[config.mk]
export PLATFORM = sky130hd
export DESIGN_NAME = shift_add_sequencer_flat
export DESIGN_NICKNAME = d
export VERILOG_FILES = /design/src/rtl/shift_add_sequencer_if.sv /design/src/rtl/shift_add_sequencer.sv /design/src/flat_wrapper.sv
export SDC_FILE = /design/constraint.sdc
export NUM_CORES = 1
export LEC_CHECK = 0
export BUFFER_PORTS_ARGS = -buffer_cell sky130_fd_sc_hd__buf_2
export CAP_MARGIN = 5
export CORE_ASPECT_RATIO = 2
export CORE_UTILIZATION = 40
export CTS_BUF_LIST = sky130_fd_sc_hd__clkbuf_2
export DETAILED_ROUTE_END_ITERATION = 16
export PLACE_DENSITY = 0.65
export SYNTH_ARGS = -nofsm -noshare
export SYNTH_HDL_FRONTEND = slang
export SYNTH_SLANG_ARGS = --single-unit
[constraint.sdc]
create_clock -name clk -period 3.28 [get_ports clk]
set_clock_uncertainty 0.05 [all_clocks]
set_input_delay 0.656 -clock clk [delete_from_list [all_inputs] [get_ports clk]]
set_output_delay 0.656 -clock clk [all_outputs]
set_load 0.1 [all_outputs]
[src/rtl/shift_add_sequencer_if.sv]
// Operand/result handshake plus the external barrel-shifter hookup for shift_add_sequencer.
// slave = the sequencer itself; master = whoever supplies operands, the shifter and the result sink.
interface shift_add_sequencer_if #(
    parameter int parallelism = 8,
    parameter int depth       = 3
);
    localparam int NB = 2 ** depth;
    localparam int SW = parallelism + NB - 1;
    localparam int RW = parallelism + NB;

    logic                   start;
    logic [parallelism-1:0] a_in;
    logic [NB-1:0]          b_in;
    logic                   busy;
    logic [parallelism-1:0] shift_in;
    logic [depth-1:0]       shift_ctrl;
    logic [SW-1:0]          shift_data;
    logic [RW-1:0]          result;
    logic                   result_valid;
    logic                   result_ready;

    modport slave (
        input  start, a_in, b_in, shift_data, result_ready,
        output busy, shift_in, shift_ctrl, result, result_valid
    );

    modport master (
        output start, a_in, b_in, shift_data, result_ready,
        input  busy, shift_in, shift_ctrl, result, result_valid
    );
endinterface

[src/rtl/shift_add_sequencer.sv]
// Shift-and-add multiplier: one B bit per cycle through an external shifter, NB RUN cycles, result NB+1 edges after start.
// Result is held in DONE until result_ready; start is only honoured in IDLE.
module shift_add_sequencer #(
    parameter int parallelism = 8,
    parameter int depth       = 3
) (
    input  logic                 clk,
    input  logic                 rst_n,
    shift_add_sequencer_if.slave bus
);
    localparam int NB = 2 ** depth;
    localparam int RW = parallelism + NB;

    typedef enum logic [1:0] {
        IDLE = 2'd0,
        RUN  = 2'd1,
        DONE = 2'd2
    } state_t;

    state_t                 state_q, state_d;
    logic [parallelism-1:0] a_q, a_d;
    logic [NB-1:0]          b_q, b_d;
    logic [RW-1:0]          acc_q, acc_d;
    logic [depth-1:0]       ctrl_q, ctrl_d;

    always_ff @(posedge clk or negedge rst_n) begin
        if (!rst_n) begin
            state_q <= IDLE;
            a_q     <= '0;
            b_q     <= '0;
            acc_q   <= '0;
            ctrl_q  <= '0;
        end else begin
            state_q <= state_d;
            a_q     <= a_d;
            b_q     <= b_d;
            acc_q   <= acc_d;
            ctrl_q  <= ctrl_d;
        end
    end

    always_comb begin
        state_d = state_q;
        a_d     = a_q;
        b_d     = b_q;
        acc_d   = acc_q;
        ctrl_d  = ctrl_q;
        case (state_q)
            IDLE: begin
                if (bus.start) begin
                    a_d     = bus.a_in;
                    b_d     = bus.b_in;
                    acc_d   = '0;
                    ctrl_d  = '0;
                    state_d = RUN;
                end
            end
            RUN: begin
                // Every bit position is visited, even when B is zero, so latency never depends on data.
                if (b_q[ctrl_q]) begin
                    acc_d = acc_q + RW'(bus.shift_data);
                end
                if (ctrl_q == depth'(NB - 1)) begin
                    ctrl_d  = '0;
                    state_d = DONE;
                end else begin
                    ctrl_d = ctrl_q + depth'(1);
                end
            end
            DONE: begin
                if (bus.result_ready) begin
                    state_d = IDLE;
                end
            end
            default: state_d = IDLE;
        endcase
    end

    assign bus.busy         = (state_q != IDLE);
    assign bus.result_valid = (state_q == DONE);
    assign bus.result       = acc_q;
    assign bus.shift_in     = a_q;
    assign bus.shift_ctrl   = ctrl_q;
endmodule
[src/flat_wrapper.sv]
// flat-port wrapper written by rule: the top's interface ports become plain ports
module shift_add_sequencer_flat 
#(
    parameter int parallelism = 8,
    parameter int depth       = 3
)
  (clk, rst_n, bus_start, bus_a_in, bus_b_in, bus_shift_data, bus_result_ready, bus_busy, bus_shift_in, bus_shift_ctrl, bus_result, bus_result_valid);
  shift_add_sequencer_if #(.parallelism(parallelism), .depth(depth)) bus_i ();
  input  logic clk;
  input  logic rst_n;
  input wire logic [$bits(bus_i.start)-1:0] bus_start;
  input wire logic [$bits(bus_i.a_in)-1:0] bus_a_in;
  input wire logic [$bits(bus_i.b_in)-1:0] bus_b_in;
  input wire logic [$bits(bus_i.shift_data)-1:0] bus_shift_data;
  input wire logic [$bits(bus_i.result_ready)-1:0] bus_result_ready;
  output wire logic [$bits(bus_i.busy)-1:0] bus_busy;
  output wire logic [$bits(bus_i.shift_in)-1:0] bus_shift_in;
  output wire logic [$bits(bus_i.shift_ctrl)-1:0] bus_shift_ctrl;
  output wire logic [$bits(bus_i.result)-1:0] bus_result;
  output wire logic [$bits(bus_i.result_valid)-1:0] bus_result_valid;
  assign bus_i.start = bus_start;
  assign bus_i.a_in = bus_a_in;
  assign bus_i.b_in = bus_b_in;
  assign bus_i.shift_data = bus_shift_data;
  assign bus_i.result_ready = bus_result_ready;
  assign bus_busy = bus_i.busy;
  assign bus_shift_in = bus_i.shift_in;
  assign bus_shift_ctrl = bus_i.shift_ctrl;
  assign bus_result = bus_i.result;
  assign bus_result_valid = bus_i.result_valid;
  shift_add_sequencer #(.parallelism(parallelism), .depth(depth)) u_core (.clk(clk), .rst_n(rst_n), .bus(bus_i));
endmodule
### Yosys cells after proc, flatten, opt, wreduce, memory -nomap -nowiden

Cells that the tools add are included.

| word-level totals | value |
|---|---|
| bits in registers | 37 |
| latch bits | 0 |
| memory bits (writable) | 0 |
| memory bits (read-only) | 0 |
| input port bits | 35 |
| output and inout port bits | 29 |
| logic and storage cells | 34 |
| memories | 0 |

| operators by class | value |
|---|---|
| add/subtract/negate cells | 2 |
| multipliers | 0 |
| div/mod/pow operators | 0 |
| $lt $le $gt $ge | 1 |
| eq/ne operators | 7 |
| shift-type cells | 0 |
| muxes and demuxes | 12 |
| bitwise logic cells | 0 |
| reduce and logical (&&, ||, !) cells | 7 |

Operators by type and width:

| operator | number |
|---|---|
| $mux 16 | 2 |
| $pmux 16 s2 | 1 |
| $add 16x15->16 | 1 |
| $mux 2 | 3 |
| $mux 3 | 2 |
| $pmux 2 s3 | 1 |
| $pmux 3 s2 | 1 |
| $reduce_and 3->1 | 2 |
| $lt 3x4->1 const B | 1 |
| $ne 2x1->1 const B | 2 |
| $ne 2x2->1 const B | 2 |
| $reduce_and 2->1 | 2 |
| $reduce_bool 2->1 | 2 |
| $add 3x1->3 const B | 1 |
| $bmux 1 s3 | 1 |
| $eq 3x3->1 const B | 1 |
| $eq 2x1->1 const B | 1 |
| $eq 2x2->1 const B | 1 |
| $logic_not 2->1 | 1 |
| $mux 1 | 1 |

### Longest topological paths before layout

Gate-level depths: netlist of run 1.

| logic depth | value |
|---|---|
| depth after elaboration | 4 |
| gate-level depth with buffers | 9 |
| mapped depth without buffers | 9 |

### Worst setup path after synthesis of run 1

Ideal clock, no wire load.

| path | value |
|---|---|
| path kind | register to register |
| from | register u_core.acc_q[0] (netlist: u_core.bus.result[0]) |
| to | register u_core.acc_q[12] (netlist: u_core.bus.result[12]) |
| setup time | 83 ps |
| data arrival time | 2671 ps |
| required time | 3147 ps |
| setup slack | 476 ps |
| stages on the path, launching flop included | 10 |
| path buffers | 0 |
| clock period less this slack | 2804 ps |
| cells stage by stage | dfrtp_1 ha_1 inv_1 fa_1 nor2b_1 o31a_1 o21ai_0 a311o_1 xor2_1 o21ai_0 |

| between the ends | value |
|---|---|
| word-level cells in the longest chain between the ends | 3 |

RTL lines:

| element | line | RTL |
|---|---|---|
| from (decl) | shift_add_sequencer.sv:23 | `logic [RW-1:0] acc_q, acc_d;` |
| from (signal assigned) | shift_add_sequencer.sv:31 | `acc_q <= '0;` |
| from (signal assigned) | shift_add_sequencer.sv:37 | `acc_q <= acc_d;` |
| $add 16x15->16 | shift_add_sequencer.sv:61 | `acc_d = acc_q + RW'(bus.shift_data);` |
| $mux 16 | shift_add_sequencer.sv:60 | `if (b_q[ctrl_q]) begin` |
| $pmux 16 s2 | shift_add_sequencer.sv:48 | `case (state_q)` |

Every way passes these cells. The select of a mux whose other input is x is not followed.
A chain may end at the register's enable or synchronous reset.

### Worst setup path in the final report of run 1

| path | value |
|---|---|
| from | register u_core.ctrl_q[0] (netlist: u_core.bus.shift_ctrl[0]) |
| to | register u_core.acc_q[2] (netlist: u_core.bus.result[2]) |

| between the ends | value |
|---|---|
| word-level cells in the longest chain between the ends | 4 |

RTL lines:

| element | line | RTL |
|---|---|---|
| from (decl) | shift_add_sequencer.sv:24 | `logic [depth-1:0] ctrl_q, ctrl_d;` |
| from (signal assigned) | shift_add_sequencer.sv:38 | `ctrl_q <= ctrl_d;` |
| $bmux 1 s3 | shift_add_sequencer.sv:60 |  |
| $mux 1 (not written as such) | shift_add_sequencer.sv:60 |  |
| $ne 2x1->1 (no line) | - |  |
| $reduce_and 3->1 (no line) | - |  |

Every way passes these cells. The select of a mux whose other input is x is not followed.

==> flow_summary.toml, run 1 <==
[detailed_routing]
ant_nets = 0
viasPerCell = 5.479
dr.pass1.iters = 4
wl_per_cell_um = 14.95
detail_route.iter0.violations = 19
drc = 0
routed_wl_um = 4935
vias = 1808

[job]
max-cap-violations = 0

[clock_tree]
clock_latency_ns = 0.39
cts_root_buf = "clkbuf_2"
cts_hold_buf = 0
clock-sinks = 37
htreeDepth = 2
cts_buffer_depth = 2
postCtsSetupBuffers = 0
cts_buffers = 5
cts_tree = "yes"
cts_resized = 0
clk_pin_slew_ns = 0.22

[grt]
grt.total_usage = 0.1922
overflow = 0
grt_max_degree = 38
grt_pass1_vias = 1804
grt_first_pass_wirelength_um = 8052
antenna_found_initial = 0

[sta]
worst_slew_pin_slew_ns = 0.8455
finalMaxSlewViolations = 0
setup_violations = 0
period_needed_ns = 2.617
rsz0062_at_grt = "false"
fmax_ghz = 0.3820
fin_crit_sh = 0.7980
slew_headroom = 0.4363
hold_viol_final = 0
fin_setup_tns_ns = 0

[worst_setup_path]
crit_path_end_kind = "flop"
cp-start-kind = "flop"
crit_arrival_ns = 2.83
required_ns = 3.49
critPathKind = "flop to flop"
cp_max_fo = 18
reg2reg_depth = 6

[yosys]
synthesis.nets = 258
synth_top_area_cell = "dfrtp_1"
yosysUniqueCellTypes = 41
syn_area_mm2 = 0.002182
synth_edf_count = 0
ys_warn_count = 0
synth-seq-cells = 37
synth_top_area_frac = 0.4243
synth_area_leaders = "dfrtp_1, ha_1, mux2_2"
ys_seq_area_frac = 0.4243
ys_dominant_reg_cell = "dfrtp_1"
synthCells = 205
avgSynthCellArea_um2 = 10.64
synthArstFlopShare = 1.000

[hold_path]
hold_class = "primary input to asynchronous set/reset pin"

[layout]
final.fill_count = 518
nNetsFinal = 324
area_growth_syn_to_layout_pct = 18.86
antennaDiodeCount = 0
fin_util = 0.5002
final_cells = 330
drive_gt1_frac = 0.3456

[floorplanning]
dieArea_mm2 = 0.005772
die_h_um = 106.5
initial_utilization = 0.4208
placement_rows = 37
coreArea_mm2 = 0.005185
die-width_um = 54.23
io_pins = 64

[placed_design]
gp_congestion = 0.8534
hpwlAfterDp_um = 3718
dp_cells = 322
io_buffers = 63

[outcome]
status = "finished clean"
-- state kept, by name, indices dropped and copies added, names as in the netlist --
signal and count:
u_core.bus.result 16, u_core.state_q 2, u_core.bus.shift_ctrl 3, u_core.bus.shift_in 8, u_core.b_q 8
-- per-stage QoR --
stage	hold slack, ns	area [um^2]	setup slack [ns]
2_1_floorplan	0.3104	2182	0.4761
3_3_place_gp	0.4319	2546	0.6317
3_5_place_dp	0.4388	2546	0.5930
4_1_cts	0.2647	2594	0.6541
5_1_grt	0.3150	2594	0.4659
6_report	0.2777	2594	0.6625
-- worst max-delay path, cell delays in order, from the launching register on --
cell and delay (ns):
dfrtp_1 0.53, mux4_2 0.53, nor3b_2 0.18, a31oi_4 0.35
and2_1 0.59, nand2_1 0.15, o41ai_1 0.11
-- cells in the final DEF, fill, tap and decap left out, types with 7 or more instances in the layout --
| cell type | n |
|---|---|
| a21oi_1 | 7 |
| buf_2 | 63 |
| dfrtp_1 | 37 |
| ha_1 | 17 |
| mux2_2 | 16 |
| nand2_1 | 25 |
| nand3_1 | 9 |
| nor2_1 | 8 |
| o21ai_0 | 15 |
| o31ai_1 | 7 |
-- cell type report --
| type | count | area, um^2 | share of cell area |
|---|---|---|---|
| Sequential cell | 37 | 925.9 | 0.3570 |
| Inverter | 6 | 22.52 | 0.008683 |
| Multi-Input combinational cell | 156 | 1195 | 0.4607 |
| Clock buffer | 5 | 25.02 | 0.009648 |
| Tap cell | 58 | 72.57 | 0.02798 |
| Clock inverter | 3 | 22.52 | 0.008683 |
| Timing Repair Buffer | 65 | 330.3 | 0.1274 |
-- synth_stat cells, types with 2 or more instances --
cell type and count:
dfrtp_1 37, nand2_1 25, ha_1 17, mux2_2 16, o21ai_0 15, nand3_1 9
nor2_1 8, a21oi_1 7, o31ai_1 7, inv_1 6, xnor2_1 6, a21o_1 4
nor2b_1 4, xor2_1 4, clkbuf_1 3, o21a_1 3, o41ai_1 3, a211oi_1 2
buf_6 2, nand2b_1 2, nand4_1 2, nor3_1 2, o211ai_1 2, o21bai_1 2
-- path summary, 6_finish.rpt --
kind                                     startpoint                      to  slack (ns)
max                        u_core.bus.shift_ctrl[0]    u_core.bus.result[2]        0.66
min                                           rst_n    u_core.bus.result[3]        0.28
max reg2reg                u_core.bus.shift_ctrl[0]    u_core.bus.result[2]        0.66
min reg2reg                  u_core.bus.shift_in[0]  u_core.bus.shift_in[0]        0.48
max in group asynchronous                     rst_n   u_core.bus.result[11]        2.36
min in group clk                        bus_a_in[4]  u_core.bus.shift_in[4]        0.42
-- metal layers --
metal  vias up  part of all wire  track usage
met5         -                 0            0
met4         0             0.019      0.08791
met3         7             0.031      0.02432
met2        45              0.57       0.3415
met1       878              0.38       0.2107
li1        878                 -            -
-- kinds of logic after synthesis --
kind of cell / synth area share
flip-flops: 0.4243
multiplexers: 0.1095
AO/OA/AOI/OAI: 0.1777
AND/OR/NAND/NOR: 0.1135
XOR/XNOR: 0.04014
buffers and inverters: 0.02809
adder cells (fa/ha/maj): 0.1066
Power of run 1 is not shown: default switching activity piles up to over one toggle a cycle in this logic, so the estimate is an artifact.
==> run 2: changes to the inputs <==
--- a/config.mk
+++ b/config.mk
@@ -11,7 +11,7 @@
 export CORE_UTILIZATION = 40
 export CTS_BUF_LIST = sky130_fd_sc_hd__clkbuf_2
 export DETAILED_ROUTE_END_ITERATION = 16
-export PLACE_DENSITY = 0.65
+export PLACE_DENSITY = 0.68
 export SYNTH_ARGS = -nofsm -noshare
 export SYNTH_HDL_FRONTEND = slang
 export SYNTH_SLANG_ARGS = --single-unit
==> constraint.sdc (replaced) <==
create_clock -name clk -period 2.4 [get_ports clk]
set_clock_uncertainty 0.05 [all_clocks]
set_input_delay 0.48 -clock clk [delete_from_list [all_inputs] [get_ports clk]]
set_output_delay 0.48 -clock clk [all_outputs]
set_load 0.1 [all_outputs]
==> run 2 against run 1 <==
  * Non-clock buffer count grew 11
  * Via count grew 1.9%
  * Worst setup slack lost 0.45 ns
  * Critical path depth grew 3
  * Clock-buffer cell count grew 1
  * Hold slack lost 0.045 ns
  * Maximum frequency grew 20%
  * Register-to-register slack lost 0.45 ns
==> flow_summary.toml, run 2 (synthesis results as in run 1) <==
[clock_tree]
clock-sinks = 37
cts_tree = "yes"
clk_pin_slew_ns = 0.21
cts_root_buf = "clkbuf_2"
htreeDepth = 2
cts_buffer_depth = 2
clock_latency_ns = 0.40
cts_buffers = 5

[sta]
fmax_ghz = 0.4579
finalMaxSlewViolations = 0
fin_setup_tns_ns = 0
period_needed_ns = 2.184
rsz0062_at_grt = "false"
worst_slew_pin_slew_ns = 0.4945
setup_violations = 0
fin_crit_sh = 0.9100
hold_viol_final = 0
slew_headroom = 0.6726

[placed_design]
io_buffers = 63
gp_congestion = 0.7978
hpwlAfterDp_um = 3952

[layout]
drive_gt1_frac = 0.3922
final_cell_mix = "buf_2, dfrtp_1, nand2_1"
register_area_um2 = 938.4
final.fill_count = 503
fin_util = 0.5222
area_growth_syn_to_layout_pct = 24.08
antennaDiodeCount = 0
final_common_cell = "buf_2"
multi_input_area_mm2 = 0.001195
largest_reg_flops = 16
nNetsFinal = 335

[detailed_routing]
ant_nets = 0
dr.pass1.iters = 4
detail_route.iter0.violations = 28
vias = 1842
routed_wl_um = 4995
viasPerCell = 5.402
drc = 0
wl_per_cell_um = 14.65

[worst_setup_path]
path_buf_inv = 1
crit_path_end_kind = "flop"
critPathMaxStageDelay_ns = 0.45
critPathKind = "flop to flop"
crit_slowest_cell = "dfrtp_4"
required_ns = 2.69
cp_max_fo = 3
cp-start-kind = "flop"
critPathTopFamily = "compound AO/OA/AOI/OAI gates"
crit_arrival_ns = 2.48
crit_chain = "ha_1 -> inv_1 -> fa_1 -> nor2b_1 -> o31a_1 -> o21ai_1 -> a311o_1 -> xor2_1 -> o21ai_0"

[outcome]
status = "finished clean"

[grt]
grt.total_usage = 0.2001
overflow = 0
grt_pass1_vias = 1895
grt_first_pass_wirelength_um = 8335
grt_max_degree = 22
antenna_found_initial = 0

[floorplanning]
dieArea_mm2 = 0.005772
io_pins = 64
die-width_um = 54.23
placement_rows = 37
die_h_um = 106.5
initial_utilization = 0.4208
coreArea_mm2 = 0.005185

[job]
max-cap-violations = 0

[hold_path]
hold_class = "primary input to flop"
[run 2: timing repair]
action                                  in CTS  in global routing
endpoints found under the setup margin       0                  2
buffers inserted                             0                  0
gates resized for setup                      0                  1
hold endpoints to repair                    19                  0
hold buffers                                 1                  0
[run 2: path summary, 6_finish.rpt]
kind,from,end,slack (ns),cells past startpoint
min in group asynchronous,rst_n,u_core.bus.result[5],0.50,2
max in group asynchronous,rst_n,u_core.bus.shift_ctrl[1],1.25,3
worst max register to register,u_core.bus.result[0],u_core.bus.result[12],0.22,9
worst max-delay path,u_core.bus.result[0],u_core.bus.result[12],0.22,9
worst min-delay path,bus_b_in[0],u_core.b_q[0],0.23,2
worst min register to register,u_core.bus.result[15],u_core.bus.result[15],0.44,1
[run 2: final cells by class]
class	count	share of cell area
Inverter	6	0.008318
Multi-Input combinational cell	156	0.4413
Clock inverter	2	0.01248
Clock buffer	6	0.01109
Tap cell	58	0.02680
Sequential cell	37	0.3466
Timing Repair Buffer	76	0.1534
[run 2: metrics by stage]
| step | area [um^2] | hold slack, ns | cells | setup slack (ns) |
|---|---|---|---|---|
| 5_1_grt | 2708 | 0.2091 | 341 | 0.03458 |
| 2_1_floorplan | 2195 | 0.1344 | 205 | -0.006916 |
| 3_5_place_dp | 2634 | 0.4100 | 332 | -0.01662 |
| 3_3_place_gp | 2634 | 0.4094 | 332 | 0.05487 |
| 4_1_cts | 2708 | 0.2178 | 341 | 0.1013 |
| 6_report | 2708 | 0.2331 | 341 | 0.2159 |
[run 2: worst register-to-register path, delay by kind of cell, from the launching register on]
family,cells,cell delay (ns)
fa+ha+maj,2,0.54
xor+xnor,1,0.14
flops,1,0.45
buf+inv,1,0.06
simple gates,1,0.16
compound gates,4,0.75
[run 2: routing by layer]
metal,track usage,part of all wire
met1,0.2017,0.35
met2,0.3659,0.60
met3,0.03863,0.039
met4,0.08791,0.017
met5,0,0
Power of run 2 is left out for the same reason.
